[src/rtl/dac_pkg.sv]
// dac_pkg: shared select codes, FSM state type and mid-scale constant
package dac_pkg;
  localparam logic [1:0] SEL_A = 2'b10;
  localparam logic [1:0] SEL_B = 2'b11;
  localparam logic [1:0] SEL_C = 2'b00;
  localparam logic [1:0] SEL_PWR = 2'b01;
  localparam logic [15:0] MIDSCALE = 16'h8000;
  typedef enum logic [2:0] {IDLE, ARM, WAIT_BUSY, WAIT_DONE, NEXT} state_t;
endpackage

[src/rtl/dac_code_conv.sv]
// dac_code_conv: signed setpoint to offset-binary DAC code, clamped to [CLAMP_LO, CLAMP_HI]
module dac_code_conv #(
  parameter logic [15:0] CLAMP_LO = 16'h0000,
  parameter logic [15:0] CLAMP_HI = 16'hFFFF
) (
  input  logic [15:0] i_data,
  output logic [15:0] o_code
);
  logic [15:0] w_off;
  logic [16:0] w_dlo, w_dhi;
  assign w_off = {~i_data[15], i_data[14:0]};
  assign w_dlo = {1'b0, w_off} - {1'b0, CLAMP_LO};
  assign w_dhi = {1'b0, CLAMP_HI} - {1'b0, w_off};
  assign o_code = w_dlo[16] ? CLAMP_LO : w_dhi[16] ? CLAMP_HI : w_off;
endmodule

[src/rtl/dac_update_sched.sv]
// dac_update_sched: shadows setpoints, snapshots on tick, sequences A/B/C frames (DAC_PWR_REFRESH_EN adds periodic power-up frame)
module dac_update_sched
  import dac_pkg::*;
#(
  parameter logic [15:0] CLAMP_LO = 16'h0000,
  parameter logic [15:0] CLAMP_HI = 16'hFFFF,
  parameter int BUSY_TIMEOUT = 8
`ifdef DAC_PWR_REFRESH_EN
  , parameter int REFRESH_TICKS = 1000
`endif
) (
  input  logic        clk,
  input  logic        reset,
  input  logic        tick,
  input  logic        sample_valid,
  input  logic [1:0]  sample_ch,
  input  logic [15:0] sample_data,
  input  logic        dac_done,
  output logic [2:0]  trig,
  output logic [15:0] dac_data_a,
  output logic [15:0] dac_data_b,
  output logic [15:0] dac_data_c,
  output logic        busy,
  output logic [15:0] overrun_cnt,
  output logic        timeout_err
);
  localparam int CW = $clog2(BUSY_TIMEOUT + 1);
  state_t r_st, w_st;
  logic [1:0] r_sel, w_sel;
  logic [CW-1:0] r_cnt;
  logic [2:0] r_trig;
  logic [15:0] r_sh_a, r_sh_b, r_sh_c, r_da, r_db, r_dc, r_ovr, w_code;
  logic r_busy, r_to, w_go, w_to, w_pwr, w_acc;
  assign w_acc = r_st == IDLE && tick;
  dac_code_conv #(.CLAMP_LO(CLAMP_LO), .CLAMP_HI(CLAMP_HI)) u_conv (
    .i_data(sample_data),
    .o_code(w_code)
  );
`ifdef DAC_PWR_REFRESH_EN
  localparam int TW = $clog2(REFRESH_TICKS + 1);
  logic [TW-1:0] r_tcnt;
  logic r_pwr;
  // counts accepted ticks and flags the update that owes a power-up frame
  always_ff @(posedge clk)
    if (reset) begin
      r_tcnt <= '0;
      r_pwr <= 1'b0;
    end else if (w_acc) begin
      r_pwr <= r_tcnt == TW'(REFRESH_TICKS - 1);
      r_tcnt <= r_tcnt == TW'(REFRESH_TICKS - 1) ? '0 : r_tcnt + 1'b1;
    end
  assign w_pwr = r_pwr;
`else
  assign w_pwr = 1'b0;
`endif
  // FSM state register
  always_ff @(posedge clk)
    if (reset) r_st <= IDLE;
    else r_st <= w_st;
  // next state, slot advance, start pulse and timeout detection
  always_comb begin
    w_st = r_st;
    w_sel = r_sel;
    w_go = 1'b0;
    w_to = 1'b0;
    case (r_st)
      IDLE: if (tick) begin
        w_st = ARM;
        w_sel = SEL_A;
      end
      ARM: begin
        w_st = WAIT_BUSY;
        w_go = 1'b1;
      end
      WAIT_BUSY: if (!dac_done) w_st = WAIT_DONE;
      else if (r_cnt == CW'(BUSY_TIMEOUT - 1)) begin
        w_st = IDLE;
        w_to = 1'b1;
      end
      WAIT_DONE: if (dac_done) w_st = NEXT;
      NEXT: begin
        w_sel = r_sel == SEL_A ? SEL_B : r_sel == SEL_B ? SEL_C : SEL_PWR;
        w_st = (r_sel == SEL_PWR || (r_sel == SEL_C && !w_pwr)) ? IDLE : ARM;
      end
      default: w_st = IDLE;
    endcase
  end
  // trigger, shadow/snapshot registers, busy, overrun and timeout flags
  always_ff @(posedge clk)
    if (reset) begin
      r_sel <= SEL_A;
      r_cnt <= '0;
      r_trig <= 3'b100;
      r_busy <= 1'b0;
      r_ovr <= '0;
      r_to <= 1'b0;
      r_sh_a <= MIDSCALE;
      r_sh_b <= MIDSCALE;
      r_sh_c <= MIDSCALE;
      r_da <= MIDSCALE;
      r_db <= MIDSCALE;
      r_dc <= MIDSCALE;
    end else begin
      r_sel <= w_sel;
      r_cnt <= r_st == WAIT_BUSY ? r_cnt + 1'b1 : '0;
      r_trig <= w_go ? {r_sel, 1'b1} : {r_trig[2:1], 1'b0};
      r_busy <= w_st != IDLE;
      if (w_to) r_to <= 1'b1;
      if (tick && r_st != IDLE && r_ovr != 16'hFFFF) r_ovr <= r_ovr + 1'b1;
      if (w_acc) begin
        r_da <= r_sh_a;
        r_db <= r_sh_b;
        r_dc <= r_sh_c;
      end
      if (sample_valid && sample_ch == 2'd0) r_sh_a <= w_code;
      if (sample_valid && sample_ch == 2'd1) r_sh_b <= w_code;
      if (sample_valid && sample_ch == 2'd2) r_sh_c <= w_code;
    end
  assign trig = r_trig;
  assign dac_data_a = r_da;
  assign dac_data_b = r_db;
  assign dac_data_c = r_dc;
  assign busy = r_busy;
  assign overrun_cnt = r_ovr;
  assign timeout_err = r_to;
endmodule

[config.mk]
export PLATFORM = sky130hd
export DESIGN_NAME = dac_update_sched
export DESIGN_NICKNAME = d
export VERILOG_FILES = /design/src/rtl/dac_pkg.sv /design/src/rtl/dac_code_conv.sv /design/src/rtl/dac_update_sched.sv
export SDC_FILE = /design/constraint.sdc
export NUM_CORES = 1
export LEC_CHECK = 0
export CAP_MARGIN = 20
export CORE_UTILIZATION = 46
export CTS_BUF_LIST = sky130_fd_sc_hd__clkbuf_16
export CTS_CLUSTER_DIAMETER = 100
export DETAILED_ROUTE_END_ITERATION = 16
export PLACE_DENSITY = 0.72
export SLEW_MARGIN = 20
export SYNTH_ARGS = -nofsm -noshare
export SYNTH_HDL_FRONTEND = slang
export SYNTH_SLANG_ARGS = --single-unit
export TNS_END_PERCENT = 1
[constraint.sdc]
create_clock -name clk -period 1.8 [get_ports clk]
set_input_delay 0.18 -clock clk [delete_from_list [all_inputs] [get_ports clk]]
set_output_delay 0.18 -clock clk [all_outputs]
set_load 0.02 [all_outputs]
; Word-level counts from Yosys, hierarchy flattened
; Index checks and enable logic that the tools add are counted.
[op_classes]
add_sub_neg = 3
n_mux = 16
n_eq_ne = 12
n_reduce_logical = 15
n_bitwise = 2
[ops]
columns = op, n
row1 = $sub 16x16->17 const A, 1
row2 = $add 16x1->16 const B, 1
row3 = $mux 16, 1
row4 = $ne 16x16->1 const B, 1
row5 = $pmux 3 s5, 1
row6 = $mux 3, 4
row7 = $mux 1, 7
row8 = $eq 2x2->1 const B, 3
row9 = $eq 3x2->1 const B, 2
row10 = $logic_and 1x1->1, 6
row11 = $reduce_bool 3->1, 2
row12 = $add 4x1->4 const B, 1
row13 = $eq 2x1->1 const B, 2
row14 = $eq 4x3->1 const B, 1
row15 = $logic_not 2->1, 2
row16 = $mux 2, 2
row17 = $pmux 2 s2, 1
row18 = $eq 3x1->1 const B, 1
row19 = $eq 3x3->1 const B, 1
row20 = $logic_not 3->1, 1
row21 = $ne 2x2->1 const B, 1
row22 = $not 1->1, 2
row23 = $reduce_and 2->1, 1
row24 = $reduce_bool 2->1, 1
row25 = 2 further kinds, 2
[word_totals]
output_inout_bits = 69
regBits = 126

; Longest topological paths before layout
; Gate-level depths: netlist of the first run.
[depth]
word_depth = 5
ltp_mapped = 7
ltp_nobuf = 5

; Hierarchy
; Synthesis of the first run repeated with hierarchy kept, for this count alone.
[unflattened]
hier_cells = 601
hier_area_um2 = 4805.9
[by_module_without_submodules]
columns = module, instances, cells_each, area_per_inst_um2
row1 = dac_update_sched, 1, 585, 4689.5
row2 = dac_code_conv, 1, 16, 116.4

; Least setup slack after synthesis of the first run
; No wires, ideal clock.
[synth_timing]
kind = register to register
startpoint = register r_ovr[0], in the netlist overrun_cnt[0]
endpoint = register r_ovr[3], in the netlist overrun_cnt[3]
path_stages_with_launch = 7
setup_ns = 0.123
required_time_ns = 1.677
slack_ns = -0.123
arrival_time_ns = 1.800
n_path_buf = 1
cell_sequence = dfxtp_1 > ha_1 > nand3_1 > nor4_4 > buf_6 > a21oi_1 > mux2_1
[synth_via]
elab_chain_len = 2
elab_cells_between_ends = 3
cone_classes = 1 x add/sub / 1 x eq/ne / 1 x reduce/logical
[synth_rtl]
columns = element, line
row1 = "start, declared", dac_update_sched.sv:32  ; logic [15:0] r_sh_a, r_sh_b, r_sh_c, r_da, r_db, r_dc, r_ovr, w_code;
row2 = "start signal, assigned", dac_update_sched.sv:109  ; if (tick && r_st != IDLE && r_ovr != 16'hFFFF) r_ovr <= r_ovr + 1'b1;
row3 = branches (longest 2 deep; another with $add 16x1->16), -
; Several ways; the timed one is not identified.
; A chain may end at the register's enable or synchronous reset.

; Final worst setup path of the first run
[layout_timing]
startpoint = register r_ovr[0], in the netlist overrun_cnt[0]
endpoint = register r_ovr[14], in the netlist overrun_cnt[14]
; The elaborated chain is that of the path after synthesis.

==> key figures, run 1 <==
Hold path
  • Worst hold path startpoint: reset
  • Worst hold path class: in -> reg
  • Endpoint, Worst Hold: timeout_err$_SDFFE_PP0P_
  • Cell depth of the worst hold path: 2

Global route
  • Global-route wire length before repair: between 15000 and 20000 um
  • Global-route usage over all layers: 0.221
  • GR Overflow Total: 0
  • Via count of the first global-routing pass: 4076
  • Antenna violations before repair: 0
  • Maximum number of pins on one net before global-route repair: 86

Floorplanning
  • Placeable Area: around 9900 um2
  • Horizontal extent of the die: 104 um
  • Die Area: around 11000 um2
  • Die H: a little over 100 um
  • Top-Level Pins: around 90
  • FP Rows: 36
  • Initial standard-cell utilization of the core: 0.479

Pwr
  • Peak VDD IR: 0.633 mV
  • PD cells: ~1000 nW/um2
  • Total leakage power: between 2 and 2.5 nW

Cells and area
  • Area grow syn2layout: 37.0%
  • Net count, final: roughly 700
  • Number of inserted diodes: 0
  • Final-layout fill cell count: approximately 820
  • Layout Utilization: 0.656
  • Count of non-filler cells in the finished layout: about 830
  • Multi-input logic area: 2070 um2
  • Fraction of layout cells with a size suffix above 1: 0.101
  • Combined flip-flop and latch cell area: about 2500 um2

Clock network
  • Buffer type at the clock tree root: sky130_fd_sc_hd__clkbuf_16
  • TritonCTS buffer count: 17
  • CTS tree: yes
  • # hold bufs at CTS: 0
  • Maximum root-to-sink buffer count: 2
  • CTS H-tree depth: 4
  • Clock latency on the worst-skew pair: around 400 ps
  • Sink Count: approximately 130
  • Clock transition at path regs: around 50 ps

Critical path
  • Reg-to-reg startpoint: overrun_cnt[0]$_SDFFE_PP0P_
  • Critical path class: reg -> reg
  • Required time reported for the critical path endpoint: ~2100 ps
  • Critical path startpoint category: register
  • Depth of the worst register-to-register path: 6
  • Type of element capturing the critical path: register
  • Worst r2r dst: overrun_cnt[14]$_SDFFE_PP0P_
  • Worst-case register-to-register setup slack: around 15 ps
  • Arrival time at the worst endpoint: between 2000 and 2500 ps
  • Largest fanout on the critical path: 7

Synthesis
  • Cell type with the largest total area after synthesis: sky130_fd_sc_hd__dfxtp_1
  • Post-synthesis mux area share: 0.0187
  • Simple-gate share of the synthesized area: 0.267
  • Post-synthesis share of cell area spent on full adders, half adders and majority gates: 0.00527
  • Xor/xnor share of the synthesized area: 0.00369
  • Count of state elements after synthesis: 126
  • Cell types occupying the most area after synthesis: sky130_fd_sc_hd__dfxtp_1, sky130_fd_sc_hd__nand2_1, sky130_fd_sc_hd__a21oi_1, sky130_fd_sc_hd__clkbuf_1, sky130_fd_sc_hd__nor2_1
  • Post-synthesis sequential area ratio: 0.531
  • Yosys Warn Count: 0
  • Cell count after synthesis: 583
  • Primary FF master, synth: sky130_fd_sc_hd__dfxtp_1
  • Share of flip-flops with an asynchronous set or reset after synthesis: 0
  • Count of distinct cell types in the synthesized netlist: 43
  • Net count after synthesis: approximately 610
  • Average footprint of a synthesized cell: a little over 8 um2
  • Syn Std Cell Area: about 4700 um2
  • Post-synth top area share: 0.531
  • EDFF count, synth: 0
  • Main combinational cell family by area after synthesis: simple AND/OR/NAND/NOR gates
  • Compound-Gate Fraction of Synth Area: 0.138

STA
  • Unrepaired setup endpoints after global routing: true
  • Final critical path time including I/O delays and setup: approximately 1800 ps
  • Tcrit/Tclk final: 0.992
  • Maximum frequency from static timing analysis: 560 MHz
  • Final setup violation count: 0
  • Final-report max-slew violation count: 0
  • Endpoints failing hold: 0
  • Post-Route Skew: between 9 and 10 ps
  • Slew headroom: 0.670
  • Slew at the pin closest to its max-slew limit: roughly 490 ps

Place
  • Routability congestion estimate: approximately 0.82
  • # placed instances: roughly 800
  • Detail Placement HPWL: slightly below 8000 um
  • # port buffers: 91

Detailed routing
  • Antenna viol nets, final: 0
  • Number of remaining DRC errors: 0
  • Average detailed-routed wire length per instance: approximately 14 um
  • Vias: about 4300
  • Wire length after detailed routing: approximately 12000 um
  • Detailed Route Iter0 Violations: approximately 180
  • Ratio of routed vias to standard cells: roughly 5.2
  • Drt first pass iters: 7

Outcome
  • Status: finished, final reports clean

Run
  • Max Cap Viol: 0
routing by layer:
layer,vias up,part of all wire,global-route usage
met4,0,0.012,0.0725
li1,2161,-,-
met3,15,0.058,0.0598
met5,-,0,0
met1,2022,0.43,0.269
met2,142,0.50,0.377
logic make-up (layout without fill, tap and decap cells):
kind of cell / Yosys count / count (layout)
AO/OA/AOI/OAI: 123 / 123
XOR/XNOR: 2 / 2
adder cells (fa/ha/maj): 2 / 2
buffers and inverters: 40 / 151
flip-flops: 126 / 126
multiplexers: 8 / 8
AND/OR/NAND/NOR: 282 / 282
how the worst max path moves through the flow:
| stage | startpoint | endpoint | slack (ps) | cells past startpoint |
|---|---|---|---|---|
| finish | overrun_cnt[0]$_SDFFE_PP0P_ | overrun_cnt[14]$_SDFFE_PP0P_ | 20 | 6 |
| CTS | overrun_cnt[0]$_SDFFE_PP0P_ | overrun_cnt[14]$_SDFFE_PP0P_ | 40 | 6 |
| floorplan | overrun_cnt[0]$_SDFFE_PP0P_ | overrun_cnt[12]$_SDFFE_PP0P_ | 10 | 5 |
| detailed placement | tick | overrun_cnt[15]$_SDFFE_PP0P_ | -150 | 5 |
| global placement | tick | overrun_cnt[13]$_SDFFE_PP0P_ | -140 | 5 |
| global route | overrun_cnt[0]$_SDFFE_PP0P_ | overrun_cnt[14]$_SDFFE_PP0P_ | -50 | 6 |
layout make-up:
cell class | instances | area share
Clock buffer | 17 | 0.0654
Clock inverter | 13 | 0.0233
Inverter | 2 | 0.00115
Multi-Input combinational cell | 417 | 0.319
Sequential cell | 126 | 0.388
Tap cell | 133 | 0.0256
Timing Repair Buffer | 119 | 0.178
flip-flops by register name, summed over array words and instances (netlist names):
| register | count |
|---|---|
| dac_data_a | 16 |
| dac_data_b | 16 |
| dac_data_c | 16 |
| overrun_cnt | 16 |
| r_sh_a | 16 |
| r_sh_b | 16 |
| r_sh_c | 16 |
| r_cnt | 4 |
| r_st | 3 |
| trig | 3 |
| r_sel | 2 |
| busy | 1 |
| timeout_err | 1 |
worst max-delay path, stage by stage (launching register included):
cell and delay [ps]:
sky130_fd_sc_hd__dfxtp_2 380, sky130_fd_sc_hd__ha_1 260, sky130_fd_sc_hd__nand3_2 130, sky130_fd_sc_hd__nor4_1 290, sky130_fd_sc_hd__buf_4 170, sky130_fd_sc_hd__nand4_1 100
sky130_fd_sc_hd__mux2_1 340
per-stage QoR:
stage / total power [W] / instance area [um2] / setup TNS [ps] / setup WS [ps] / hold slack [ps]
floorplan: 0.00326 / 4750 / 0 / 14.4 / 316
global placement: 0.00349 / 5900 / -348 / -137 / 429
detailed placement: 0.00350 / 5900 / -575 / -154 / 444
CTS: 0.00681 / 6480 / 0 / 44.7 / 210
global route: 0.00702 / 6500 / -195 / -48.1 / 256
finish: 0.00677 / 6500 / 0 / 15.2 / 221
cell usage in the layout, fill, tap and decap left out, types with 2 or more instances in the layout:
master                            netlist  final
sky130_fd_sc_hd__nand2_1              196    196
sky130_fd_sc_hd__dfxtp_1              126    124
sky130_fd_sc_hd__a21oi_1              105    105
sky130_fd_sc_hd__clkdlybuf4s50_1        0     90
sky130_fd_sc_hd__buf_4                  2     26
sky130_fd_sc_hd__nor2_1                22     22
sky130_fd_sc_hd__clkbuf_16              0     17
sky130_fd_sc_hd__nand3_1                9      8
sky130_fd_sc_hd__nand3b_1               7      7
sky130_fd_sc_hd__nor2b_1                6      6
sky130_fd_sc_hd__nand4_1                6      6
sky130_fd_sc_hd__and3_1                 5      5
sky130_fd_sc_hd__o31ai_1                5      5
sky130_fd_sc_hd__nand2b_1               5      5
sky130_fd_sc_hd__a211o_1                5      5
sky130_fd_sc_hd__mux2_1                 4      4
sky130_fd_sc_hd__o21ai_0                4      4
sky130_fd_sc_hd__or3_1                  4      4
sky130_fd_sc_hd__clkinv_2               0      4
sky130_fd_sc_hd__mux2_2                 3      3
sky130_fd_sc_hd__nor3_1                 4      3
sky130_fd_sc_hd__or4_1                  3      3
sky130_fd_sc_hd__and3b_1                3      3
sky130_fd_sc_hd__inv_1                  2      3
sky130_fd_sc_hd__bufinv_16              0      3
sky130_fd_sc_hd__clkinv_4               0      3
sky130_fd_sc_hd__buf_12                 0      3
sky130_fd_sc_hd__and4_1                 2      2
sky130_fd_sc_hd__or3b_2                 2      2
sky130_fd_sc_hd__ha_1                   2      2
sky130_fd_sc_hd__dfxtp_2                0      2
where the power goes:
part	switching [W]	leakage, nW	internal [W]	total, W
clock network	0.00118	0.287	0.00214	0.00332
registers	0.0000429	1.02	0.00287	0.00291
logic	0.000317	1.03	0.000218	0.000535
what timing repair did:
item                       4_1_cts  5_1_grt
resized for setup                0        2
buffers inserted                 0        2
setup endpoints to repair        0        6
synth_stat cells (5+ instances only):
| library cell | number |
|---|---|
| sky130_fd_sc_hd__nand2_1 | 196 |
| sky130_fd_sc_hd__dfxtp_1 | 126 |
| sky130_fd_sc_hd__a21oi_1 | 105 |
| sky130_fd_sc_hd__clkbuf_1 | 27 |
| sky130_fd_sc_hd__nor2_1 | 22 |
| sky130_fd_sc_hd__nand3_1 | 9 |
| sky130_fd_sc_hd__nand3b_1 | 7 |
| sky130_fd_sc_hd__nand4_1 | 6 |
| sky130_fd_sc_hd__nor2b_1 | 6 |
| sky130_fd_sc_hd__a211o_1 | 5 |
| sky130_fd_sc_hd__and3_1 | 5 |
| sky130_fd_sc_hd__buf_2 | 5 |
| sky130_fd_sc_hd__nand2b_1 | 5 |
| sky130_fd_sc_hd__o31ai_1 | 5 |
(Power assumes the default switching activity.)
==> inputs of run 2 (changes only) <==
--- a/config.mk
+++ b/config.mk
@@ -10,6 +10,7 @@
 export CTS_BUF_LIST = sky130_fd_sc_hd__clkbuf_16
 export CTS_CLUSTER_DIAMETER = 100
 export DETAILED_ROUTE_END_ITERATION = 16
+export GPL_TIMING_DRIVEN = 0
 export PLACE_DENSITY = 0.72
 export SLEW_MARGIN = 20
 export SYNTH_ARGS = -nofsm -noshare
==> run 2 against run 1 <==
  * The run now ends with negative setup slack left
  * Final area is the same
  * Critical path depth shrank 1
  * Cell count grew 1.6%
  * Critical endpoint is now overrun_cnt[2]$_SDFFE_PP0P_
==> key figures, run 2 (synthesis gave the netlist of run 1 again) <==
STA
  • Post-Route Skew: around 7.4 ps
  • Slew at the pin closest to its max-slew limit: 669 ps
  • Maximum frequency from static timing analysis: approximately 550 MHz
  • Slew headroom: 0.550
  • Final critical path time including I/O delays and setup: 1830 ps
  • Final setup margin: -28.2 ps
  • Endpoints failing hold: 0
  • Tcrit/Tclk final: 1.02
  • Final setup violation count: 2
  • Unrepaired setup endpoints after global routing: true
  • Final-report max-slew violation count: 0

Cells and area
  • Most common cell after layout, fill and taps aside: sky130_fd_sc_hd__nand2_1
  • Fraction of layout cells with a size suffix above 1: 0.0976
  • Count of non-filler cells in the finished layout: 840
  • Number of inserted diodes: 0
  • Area grow syn2layout: 37.0%
  • Summed area of non-filler cells in the final layout: about 6500 um2
  • Commonest non-fill, non-tap cells in the layout: sky130_fd_sc_hd__nand2_1, sky130_fd_sc_hd__dfxtp_1, sky130_fd_sc_hd__a21oi_1
  • Layout Utilization: 0.656
  • Net count, final: 720

Floorplanning
  • FP Rows: 36
  • Top-Level Pins: 92
  • Die H: around 100 um
  • Die Area: ~11000 um2
  • Initial standard-cell utilization of the core: 0.479
  • Placeable Area: just under 10000 um2
  • Horizontal extent of the die: 104 um

Clock network
  • # hold bufs at CTS: 0
  • Clock transition at path regs: approximately 50 ps
  • Buffer type at the clock tree root: sky130_fd_sc_hd__clkbuf_16
  • CTS tree: yes
  • TritonCTS buffer count: 17
  • Sink Count: 126
  • Clock latency on the worst-skew pair: 410 ps
  • CTS H-tree depth: 4
  • Maximum root-to-sink buffer count: 2

Global route
  • Antenna violations before repair: 0
  • Via count of the first global-routing pass: approximately 4300
  • Maximum number of pins on one net before global-route repair: 17
  • Global-route wire length before repair: between 20000 and 25000 um
  • GR Overflow Total: 0
  • Global-route usage over all layers: 0.235

Hold path
  • Worst hold path class: in -> reg

Pwr
  • Clock power share: 0.502
  • Share of total power in combinational logic: 0.077
  • Peak VDD IR: roughly 0.64 mV
  • Total leakage power: between 2 and 2.5 nW
  • Cell internal pwr: approximately 0.0054 W
  • PD cells: 1060 nW/um2
  • Reg power frac: 0.421
  • Fraction of power spent switching nets: 0.225
  • Net switching component of the power: around 0.0016 W

Detailed routing
  • Average detailed-routed wire length per instance: 14.4 um
  • Antenna viol nets, final: 0
  • Wire length after detailed routing: 12100 um
  • Detailed Route Iter0 Violations: 230
  • Drt first pass iters: 5
  • Ratio of routed vias to standard cells: 5.26
  • Vias: 4418
  • Number of remaining DRC errors: 0

Critical path
  • Arrival time at the worst endpoint: between 2000 and 2500 ps
  • Largest fanout on the critical path: 10
  • Type of element capturing the critical path: register
  • Required time reported for the critical path endpoint: approximately 2100 ps
  • Critical path startpoint category: register
  • Critical path class: reg -> reg
  • Worst-case register-to-register setup slack: -30 ps

Place
  • Pre-CTS setup slack: -557 ps
  • Routability congestion estimate: 0.870
  • # port buffers: 91
  • # placed instances: ~800
  • Placement-stage cell area: 5830 um2
  • Detail Placement HPWL: approximately 8600 um

Run
  • Max Cap Viol: 0

Outcome
  • Status: complete, but fails checks
  • Violations in the final reports: negative setup slack
[run 2: cell types whose count changed in the layout (fill, tap and decap cells not counted), moves of 3 or more]
cell | before | now
sky130_fd_sc_hd__buf_4 | 26 | 4
sky130_fd_sc_hd__clkbuf_1 | 0 | 20
sky130_fd_sc_hd__dfxtp_1 | 124 | 114
sky130_fd_sc_hd__dfxtp_2 | 2 | 12
sky130_fd_sc_hd__buf_1 | 0 | 5
sky130_fd_sc_hd__buf_2 | 0 | 5
sky130_fd_sc_hd__clkbuf_2 | 0 | 5
sky130_fd_sc_hd__buf_12 | 3 | 0
[run 2: timing repair]
| action | in CTS | in global routing |
|---|---|---|
| setup endpoints to repair | 100 | 104 |
| pin swaps | 0 | 4 |
| resized for setup | 12 | 13 |
| setup buffers | 0 | 2 |
[run 2: through the flow]
stage | hold slack [ps] | setup TNS [ps] | total power (W)
after floorplan | 316 | 0 | 0.00326
after global placement | 427 | -45200 | 0.00348
after detailed placement | 441 | -48820 | 0.00349
after CTS | 400 | 0 | 0.00695
after global routing | 430 | -382 | 0.00716
final | 412 | -55.2 | 0.00692
[run 2: final cells by class]
type / instances / area [um2]
well taps: 133 / 166
plain buffers: 38 / 170
fillers: 826 / 3400
flip-flops and latches: 126 / 2540
clock buffers: 17 / 425
inverters: 2 / 7.51
multi-input cells: 417 / 2100
clock inverters: 14 / 176
repair buffers: 93 / 926
[run 2: path summary, 6_finish.rpt]
path | startpoint | end | cells after the start
worst max register to register | overrun_cnt[9]$_SDFFE_PP0P_ | overrun_cnt[2]$_SDFFE_PP0P_ | 5
worst min-delay path | sample_data[14] | r_sh_a[14]$_SDFFE_PP0P_ | 3
worst max-delay path | overrun_cnt[9]$_SDFFE_PP0P_ | overrun_cnt[2]$_SDFFE_PP0P_ | 5
worst min register to register | r_cnt[0]$_SDFF_PP0_ | r_cnt[0]$_SDFF_PP0_ | 1
[run 2: per-layer routing]
metal | part of all wire | up-vias | track usage
li1 | - | 2172 | -
met1 | 0.45 | 2074 | 0.289
met2 | 0.47 | 145 | 0.388
met3 | 0.056 | 27 | 0.0629
met4 | 0.022 | 0 | 0.102
met5 | 0 | - | 0
[run 2: power groups by stage]
stage	Combinational [W]	Sequential, W	Clock (W)
2_1_floorplan	0.000257	0.00300	0
3_3_place_gp	0.000506	0.00297	0
3_5_place_dp	0.000515	0.00297	0
4_1_cts	0.000524	0.00291	0.00352
5_1_grt	0.000588	0.00292	0.00365
6_report	0.000534	0.00292	0.00347
[run 2: worst max-delay path: stages (launching register included)]
cell,delay [ps]
sky130_fd_sc_hd__dfxtp_1,400
sky130_fd_sc_hd__nand3_1,210
sky130_fd_sc_hd__nor4_4,510
sky130_fd_sc_hd__buf_6,200
sky130_fd_sc_hd__a21oi_1,80
sky130_fd_sc_hd__mux2_1,300
==> inputs of run 3 (changes only) <==
--- a/config.mk
+++ b/config.mk
@@ -6,6 +6,7 @@
 export NUM_CORES = 1
 export LEC_CHECK = 0
 export CAP_MARGIN = 20
+export CORE_MARGIN = 2
 export CORE_UTILIZATION = 46
 export CTS_BUF_LIST = sky130_fd_sc_hd__clkbuf_16
 export CTS_CLUSTER_DIAMETER = 100
@@ -15,5 +16,6 @@
 export SLEW_MARGIN = 20
 export SYNTH_ARGS = -nofsm -noshare
 export SYNTH_HDL_FRONTEND = slang
+export SYNTH_HIERARCHICAL = 1
 export SYNTH_SLANG_ARGS = --single-unit
 export TNS_END_PERCENT = 1
==> run 3 against run 2 <==
  * Register-to-register slack gained 50 ps
  * Largest cell class unchanged
  * Synthesized cell count up 3.1%
  * First-iteration DRC count down 21%
  * Global-route usage decreased by 0.72 points
  * Sequential share of layout area increased by 0.73 points
  * Sequential power about the same
  * Combinational power shrank 1%
  * Largest power group unchanged
  * Wire length increased by 3.8%
  * Via count grew 0.27%
  * Critical path depth unchanged
  * The run now ends clean
==> key figures, run 3 <==
Outcome
  • Status: finished, final reports clean

Global route
  • Via count of the first global-routing pass: 4318
  • Maximum number of pins on one net before global-route repair: 17
  • Global-route wire length before repair: a little over 20000 um
  • GR Overflow Total: 0
  • Antenna violations before repair: 0
  • Global-route usage over all layers: 0.228

Detailed routing
  • Average detailed-routed wire length per instance: about 15 um
  • Number of remaining DRC errors: 0
  • Drt first pass iters: 4
  • Vias: between 4000 and 5000
  • Wire length after detailed routing: 12500 um
  • Antenna viol nets, final: 0
  • Ratio of routed vias to standard cells: around 5.2
  • Detailed Route Iter0 Violations: between 150 and 200

STA
  • Final setup violation count: 0
  • Maximum frequency from static timing analysis: between 500 and 600 MHz
  • Unrepaired setup endpoints after global routing: true
  • Slew headroom: 0.620
  • Tcrit/Tclk final: 0.989
  • Slew at the pin closest to its max-slew limit: 570 ps
  • Final critical path time including I/O delays and setup: 1780 ps
  • Total negative setup slack: 0 ps
  • Final setup margin: roughly 19 ps
  • Final-layout worst hold slack: 36.8 ps
  • Final-report max-slew violation count: 0
  • Post-Route Skew: between 15 and 20 ps
  • Endpoints failing hold: 0

Floorplanning
  • Horizontal extent of the die: 106 um
  • Initial standard-cell utilization of the core: 0.470
  • FP Rows: 37
  • Die Area: about 11000 um2
  • Top-Level Pins: 92
  • Placeable Area: around 10000 um2
  • Die H: around 110 um

Cells and area
  • Number of inserted diodes: 0
  • Area grow syn2layout: 33.0%
  • Layout Utilization: 0.625
  • Combined flip-flop and latch cell area: between 2000 and 3000 um2
  • Commonest non-fill, non-tap cells in the layout: sky130_fd_sc_hd__nand2_1, sky130_fd_sc_hd__dfxtp_1, sky130_fd_sc_hd__a21oi_1
  • Most common cell after layout, fill and taps aside: sky130_fd_sc_hd__nand2_1
  • Multi-input logic area: about 2100 um2
  • Net count, final: slightly above 700
  • Fraction of layout cells with a size suffix above 1: 0.112
  • Final-layout fill cell count: between 800 and 900

Synthesis
  • Count of distinct cell types in the synthesized netlist: between 40 and 50
  • Top cells by instance count after synthesis: sky130_fd_sc_hd__nand2_1, sky130_fd_sc_hd__dfxtp_1, sky130_fd_sc_hd__a21oi_1
  • Net count after synthesis: roughly 630
  • Primary FF master, synth: sky130_fd_sc_hd__dfxtp_1
  • Share of flip-flops with an asynchronous set or reset after synthesis: 0
  • Post-synth top area share: 0.525
  • Average footprint of a synthesized cell: around 8.0 um2
  • Cell types occupying the most area after synthesis: sky130_fd_sc_hd__dfxtp_1, sky130_fd_sc_hd__nand2_1, sky130_fd_sc_hd__a21oi_1, sky130_fd_sc_hd__buf_4, sky130_fd_sc_hd__clkbuf_1
  • Post-synthesis sequential area ratio: 0.525
  • Count of state elements after synthesis: 126
  • Most frequent cell after synthesis: sky130_fd_sc_hd__nand2_1
  • EDFF count, synth: 0
  • Yosys Warn Count: 6
  • Syn Std Cell Area: 4810 um2
  • Cell type with the largest total area after synthesis: sky130_fd_sc_hd__dfxtp_1
  • Cell count after synthesis: ~600

Hold path
  • Cell depth of the worst hold path: 3
  • Worst hold path class: in -> reg

Clock network
  • Clock transition at path regs: ~50 ps
  • CTS H-tree depth: 4
  • Clock latency on the worst-skew pair: between 400 and 500 ps
  • Buffer type at the clock tree root: sky130_fd_sc_hd__clkbuf_16
  • Sink Count: around 130
  • # hold bufs at CTS: 0
  • Maximum root-to-sink buffer count: 2
  • TritonCTS buffer count: 17
  • CTS tree: yes
  • Number of setup buffers added after CTS: 0

Pwr
  • Peak VDD IR: around 0.69 mV
  • Total leakage power: 2.28 nW
  • PD cells: around 1100 nW/um2

Critical path
  • Critical path startpoint category: register
  • Critical path class: reg -> reg
  • Arrival time at the worst endpoint: approximately 2100 ps
  • Depth of the worst register-to-register path: 5
  • Type of element capturing the critical path: register
  • Largest fanout on the critical path: 10
  • Required time reported for the critical path endpoint: about 2100 ps

Run
  • Max Cap Viol: 0

Place
  • Pre-CTS setup slack: -454 ps
  • Routability congestion estimate: ~0.85
  • Detail Placement HPWL: approximately 9000 um
  • # port buffers: 75
-- run 3: critical path: stages, from the launching register on --
cell	delay, ps
sky130_fd_sc_hd__dfxtp_1	320
sky130_fd_sc_hd__buf_2	220
sky130_fd_sc_hd__o311a_1	240
sky130_fd_sc_hd__nand4_1	260
sky130_fd_sc_hd__or4_1	540
sky130_fd_sc_hd__a21oi_1	140
-- run 3: area by class of cell --
cell class | instances | share of cell area
Sequential cell | 126 | 0.397
Multi-Input combinational cell | 418 | 0.323
Timing Repair Buffer | 75 | 0.117
Clock buffer | 17 | 0.0665
Buffer | 52 | 0.0423
Tap cell | 136 | 0.0266
Clock inverter | 15 | 0.0241
Inverter | 5 | 0.00294
-- run 3: final timing paths --
kind | slack (ps) | end | start
max reg2reg | 20 | overrun_cnt[14]$_SDFFE_PP0P_ | r_st[2]$_SDFF_PP0_
max | 20 | overrun_cnt[14]$_SDFFE_PP0P_ | r_st[2]$_SDFF_PP0_
min | 40 | r_sh_b[2]$_SDFFE_PP0P_ | sample_data[2]
min reg2reg | 450 | dac_data_a[1]$_SDFFE_PP0P_ | dac_data_a[1]$_SDFFE_PP0P_
-- run 3: cell families (layout without fill, tap and decap cells) --
group,Yosys count,count (layout),share of synthesized area
flip-flops,126,126,0.525
buffers and inverters,57,164,0.0578
multiplexers,6,6,0.0138
XOR/XNOR,2,2,0.00365
AND/OR/NAND/NOR,286,286,0.259
adder cells (fa/ha/maj),2,2,0.00521
AO/OA/AOI/OAI,122,122,0.136
-- run 3: timing repair --
| item | CTS | global route |
|---|---|---|
| endpoints found under the setup margin | 64 | 91 |
| pin swaps | 1 | 3 |
| gates resized for setup | 13 | 18 |
-- run 3: per-layer routing --
layer | GRT usage | part of all wire | wire [um] | vias up
li1 | - | - | - | 2179
met1 | 0.277 | 0.43 | 5430 | 2072
met3 | 0.0576 | 0.061 | 760 | 23
met4 | 0.0959 | 0.017 | 218 | 0
met2 | 0.384 | 0.49 | 6110 | 156
met5 | 0 | 0 | 0 | -
-- run 3: metrics by stage --
step,power [W],instances,cell area (um2)
after global routing,0.00699,844,6390
after detailed placement,0.00348,812,5730
after floorplan,0.00329,601,4810
final,0.00677,844,6390
after CTS,0.00680,844,6360
after global placement,0.00347,812,5730
-- run 3: power breakdown --
group	switching, W	internal (W)	leakage [nW]
registers	0.0000440	0.00286	1.03
logic	0.000336	0.000191	0.963
clock network	0.00120	0.00214	0.288
==> RTL edit 1: new RTL, flow settings as in run 3 <==
`BUSY_TIMEOUT`: 8 -> 4.
--- a/src/rtl/dac_update_sched.sv
+++ b/src/rtl/dac_update_sched.sv
@@ -5,5 +5,5 @@
   parameter logic [15:0] CLAMP_LO = 16'h0000,
   parameter logic [15:0] CLAMP_HI = 16'hFFFF,
-  parameter int BUSY_TIMEOUT = 8
+  parameter int BUSY_TIMEOUT = 4
 `ifdef DAC_PWR_REFRESH_EN
   , parameter int REFRESH_TICKS = 1000
Function: changed (Yosys sat finds a counterexample within 10 cycles, from zero or initial values and one cycle with reset high).
==> RTL edit 1 against run 3 <==
- core utilization up 0.49 points
- maximum frequency up 0.91%
- cell area up 0.33%
- worst hold slack better by 0.011 ns
- via count down 0.68%
- setup slack better by 0.016 ns
- sequential cell count down 1
- power down 3.6%
- non-clock buffer count up 9
- routed wire length up 0.54%
- synthesized area down 0.73%
- critical path type unchanged
- critical endpoint unchanged
==> RTL edit 1: results (changes against run 3) <==
Place
  – GPL Wtd Cong: 0.931 (+8.9%)
  – Placement-stage worst setup slack: -0.521 ns (-0.0663 ns)
  – Number of I/O port buffers: 76 (+1.3%)
  – Final HPWL DP: 8.69 mm (-0.78%)
  – Cell area reported after detailed placement: 5720 µm² (-0.24%)

Finish
  – Layout multi-input combinational cell count: 410 (-1.9%)
  – Total area of multi-input combinational cells: 2050 µm² (-0.67%)
  – Number of ordinary inverters in the final layout: 6 (+1)
  – Share of layout cells above drive strength 1: 13.1% (+2.0 points)
  – Net count of the finished layout: 722 (+0.28%)
  – Register share of the cell area: 39.2% (-0.50 points)
  – Fillers: 902 (+3.8%)

Worst hold path
  – Start point of the worst hold path: sample_data[0]

Power and ir drop
  – Power drawn by the combinational cells: 547 µW (+4%)
  – Total clock network power: 3090 µW (-7.5%)
  – IR drop worst, VDD: 687 µV (-0.78%)
  – Comb pwr share: 8.4% (+0.6 points)
  – PD cells: 1020 nW/µm² (-4.0%)
  – Standby leakage power: 0.00227 µW (-0.47%)

STA
  – Max-slew headroom at the worst pin: 58.8% (-3.2 points)
  – Worst hold slack after final layout: 0.0482 ns (+0.0114 ns)
  – Post-layout min period: 1.76 ns (-0.0160 ns)

Status
  – Result of the run: finished, final reports clean

Detailed routing
  – Mean number of vias per cell: 5.21 (-0.79%)
  – DRC marker count from the first detailed-route iteration: 186 (+2.8%)

Worst setup path
  – Arrival time reported for the critical path endpoint: 2.07 ns (-0.05 ns)
  – Slowest cell on crit path: sky130_fd_sc_hd__or4_4
  – Beginning of the worst register-to-register path: overrun_cnt[0]$_SDFFE_PP0P_
  – Worst reg-to-reg setup slack: 0.04 ns (+0.02 ns)
  – CP peak stage delay: 0.51 ns (-0.03 ns)

Logic synthesis
  – Xor/xnor cell area share of the yosys netlist: 0% (-0.36 points)
  – Mux contribution to synthesized area: 0.420% (-0.96 points)
  – Adder-cell share of the synthesized area: 0.787% (+0.27 points)
  – Sequential element share of the synthesized area: 52.5% (about the same)
  – Total nets after synthesis: 619 (-1.1%)
  – Number of distinct standard cells referenced by the synthesized netlist: 46 (+12%)
  – Synth cell count leaders: sky130_fd_sc_hd__nand2_1 (205), sky130_fd_sc_hd__dfxtp_1 (125), sky130_fd_sc_hd__a21oi_1 (103)

GRT
  – Via count of the first global-routing pass: 4268 (-1.2%)
  – Overall fraction of global-route tracks in use: 22.9% (+0.059 points)
-- RTL edit 1: worst min-delay path: stages --
cell	delay [ns]
sky130_fd_sc_hd__buf_4	0.13
sky130_fd_sc_hd__nand2_1	0.06
sky130_fd_sc_hd__a21oi_1	0.05
-- RTL edit 1: metrics by stage --
stage	setup TNS, ns	cells
2_1_floorplan	0	593
3_3_place_gp	-18.12	805
3_5_place_dp	-18.77	805
4_1_cts	-0.0524	837
5_1_grt	-0.119	845
6_report	0	845
-- RTL edit 1: repair_timing --
action | CTS | global route
pin swaps | 1 | 6
buffers inserted | 0 | 10
gates resized for setup | 9 | 16
setup endpoints to repair | 36 | 58
hold buffers | 0 | 0
-- RTL edit 1: routing by layer --
metal	global-route usage (%)	vias to the layer above	part of all wire, %
met1	28.2	2045	44
met3	5.81	24	6.3
met2	38.4	141	48
met4	8.83	0	2.0
met5	0	-	0
li1	-	2190	-
==> RTL edit 2: new RTL, flow settings as in run 3 <==
Without the edit above. Encoding of `state_t`: now one-hot (5 bits for 5 states).
--- a/src/rtl/dac_pkg.sv
+++ b/src/rtl/dac_pkg.sv
@@ -6,5 +6,5 @@
   localparam logic [1:0] SEL_PWR = 2'b01;
   localparam logic [15:0] MIDSCALE = 16'h8000;
-  typedef enum logic [2:0] {IDLE, ARM, WAIT_BUSY, WAIT_DONE, NEXT} state_t;
+  typedef enum logic [4:0] {IDLE = 5'b00001, ARM = 5'b00010, WAIT_BUSY = 5'b00100, WAIT_DONE = 5'b01000, NEXT = 5'b10000} state_t;
 endpackage
 
Formal check against the unedited RTL: no difference found for any inputs over 10 cycles, from zero or initial values and one cycle with reset high; not proved beyond that.
==> RTL edit 2 against run 3 <==
- first-iteration DRC count up 20%
- largest cell class unchanged
- sequential cell count is 2 higher
- synthesized area grew 5.1%
- non-clock buffer count increased by 2
- highest routed layer unchanged
- routed wire length rose by 0.97%
- setup slack lost 0.013 ns
- power grew 0.20%
- cell area grew 4.3%
==> RTL edit 2: results (changes against run 3) <==
Status
  – Result of the run: finished, final reports clean

Logic synthesis
  – Synth cell count leaders: sky130_fd_sc_hd__nand2_1 (202), sky130_fd_sc_hd__dfxtp_1 (128), sky130_fd_sc_hd__a21oi_1 (102)
  – Number of distinct standard cells referenced by the synthesized netlist: 50 (+22%)
  – Leading post-synthesis cells by cell area: sky130_fd_sc_hd__dfxtp_1 (51%), sky130_fd_sc_hd__nand2_1 (15%), sky130_fd_sc_hd__a21oi_1 (10%)
  – Sequential element share of the synthesized area: 50.7% (-1.7 points)

Place
  – Placement-stage worst setup slack: -0.455 ns (-0.000213 ns)
  – GPL Wtd Cong: 0.822 (-3.9%)
  – Final HPWL DP: 9.00 mm (+2.7%)
  – Cell area reported after detailed placement: 5990 µm² (+4.5%)

Worst setup path
  – RR Endpoint: overrun_cnt[13]$_SDFFE_PP0P_
  – Worst-path maximum fanout: 8 (-2)
  – Reg2Reg Depth: 4 (-1)
  – Slowest cell on crit path: sky130_fd_sc_hd__or4_4
  – Crit path from: r_st[3]$_SDFF_PP0_

Detailed routing
  – Average wire per standard cell: 14.5 µm (-2.4%)
  – Post-Route M1 WL: 5.37 mm (-1.2%)
  – DRC marker count from the first detailed-route iteration: 217 (+20%)
  – Met2 WL: 6.12 mm (+0.21%)

GRT
  – GRT met3 Usage: 4.96% (-0.80 points)
  – First-pass GRT wire length: 19.8 mm (-2.7%)
  – Via count of the first global-routing pass: 4360 (+0.97%)
  – Met1 Use GR: 26.1% (-1.7 points)
  – Met2 demand-to-capacity share in global routing: 36.7% (-1.7 points)

STA
  – Max-slew headroom at the worst pin: 64.6% (+2.6 points)
  – Final period util: 99.6% (+0.71 points)

Finish
  – Net count of the finished layout: 745 (+3.5%)
  – Share of layout cells above drive strength 1: 12.3% (+1.1 points)

Power and ir drop
  – Standby leakage power: 0.00237 µW (+4.1%)
  – Net switching power: 1840 µW (+17%)
  – IR drop worst, VDD: 570 µV (-18%)

Worst hold path
  – Start point of the worst hold path: sample_data[3]
## RTL edit 2: changes by cell type after synthesis, moves of 3 or more
cell                       delta
sky130_fd_sc_hd__inv_1        +3
sky130_fd_sc_hd__nor3b_1      +4
sky130_fd_sc_hd__nand3_1      -6
sky130_fd_sc_hd__nor4_1       +6
sky130_fd_sc_hd__or2_2        +4
sky130_fd_sc_hd__nand2_1      -4
sky130_fd_sc_hd__nor2_1       +3
sky130_fd_sc_hd__buf_1        -5
sky130_fd_sc_hd__nand4_1      -5
sky130_fd_sc_hd__clkbuf_1     +3
sky130_fd_sc_hd__nand3b_1     +4
## RTL edit 2: cells by family (layout without fill, tap and decap cells)
group | count (synthesis) | count (layout) | synth area share (%)
compound gates | 128 | 128 | 14.2
flops | 128 | 128 | 50.7
fa+ha+maj | 2 | 2 | 0.495
xor+xnor | 3 | 3 | 0.520
buf+inv | 61 | 169 | 6.00
mux | 7 | 7 | 1.51
simple gates | 296 | 296 | 26.6
## RTL edit 2: layout make-up
type                    instances  area [µm²]
plain buffers                  51         278
flip-flops and latches        128        2580
clock inverters                15         140
inverters                       8        30.0
repair buffers                 78         776
clock buffers                  17         425
fillers                       918        4130
multi-input cells             436        2270
well taps                     140         175
## RTL edit 2: power by group through the flow
| stage | combinational [µW] | clock, µW | sequential (µW) |
|---|---|---|---|
| 3_5_place_dp | 570 | 0 | 3020 |
| 5_1_grt | 646 | 3400 | 2970 |
| 3_3_place_gp | 562 | 0 | 3020 |
| 4_1_cts | 578 | 3280 | 2960 |
| 2_1_floorplan | 328 | 0 | 3050 |
| 6_report | 587 | 3240 | 2960 |
## RTL edit 2: what timing repair did
item                       in CTS  in global routing
hold endpoints to repair        0                  0
resized for setup               6                 26
pin swaps                       0                  4
setup buffers                   0                  2
setup endpoints to repair      51                 64
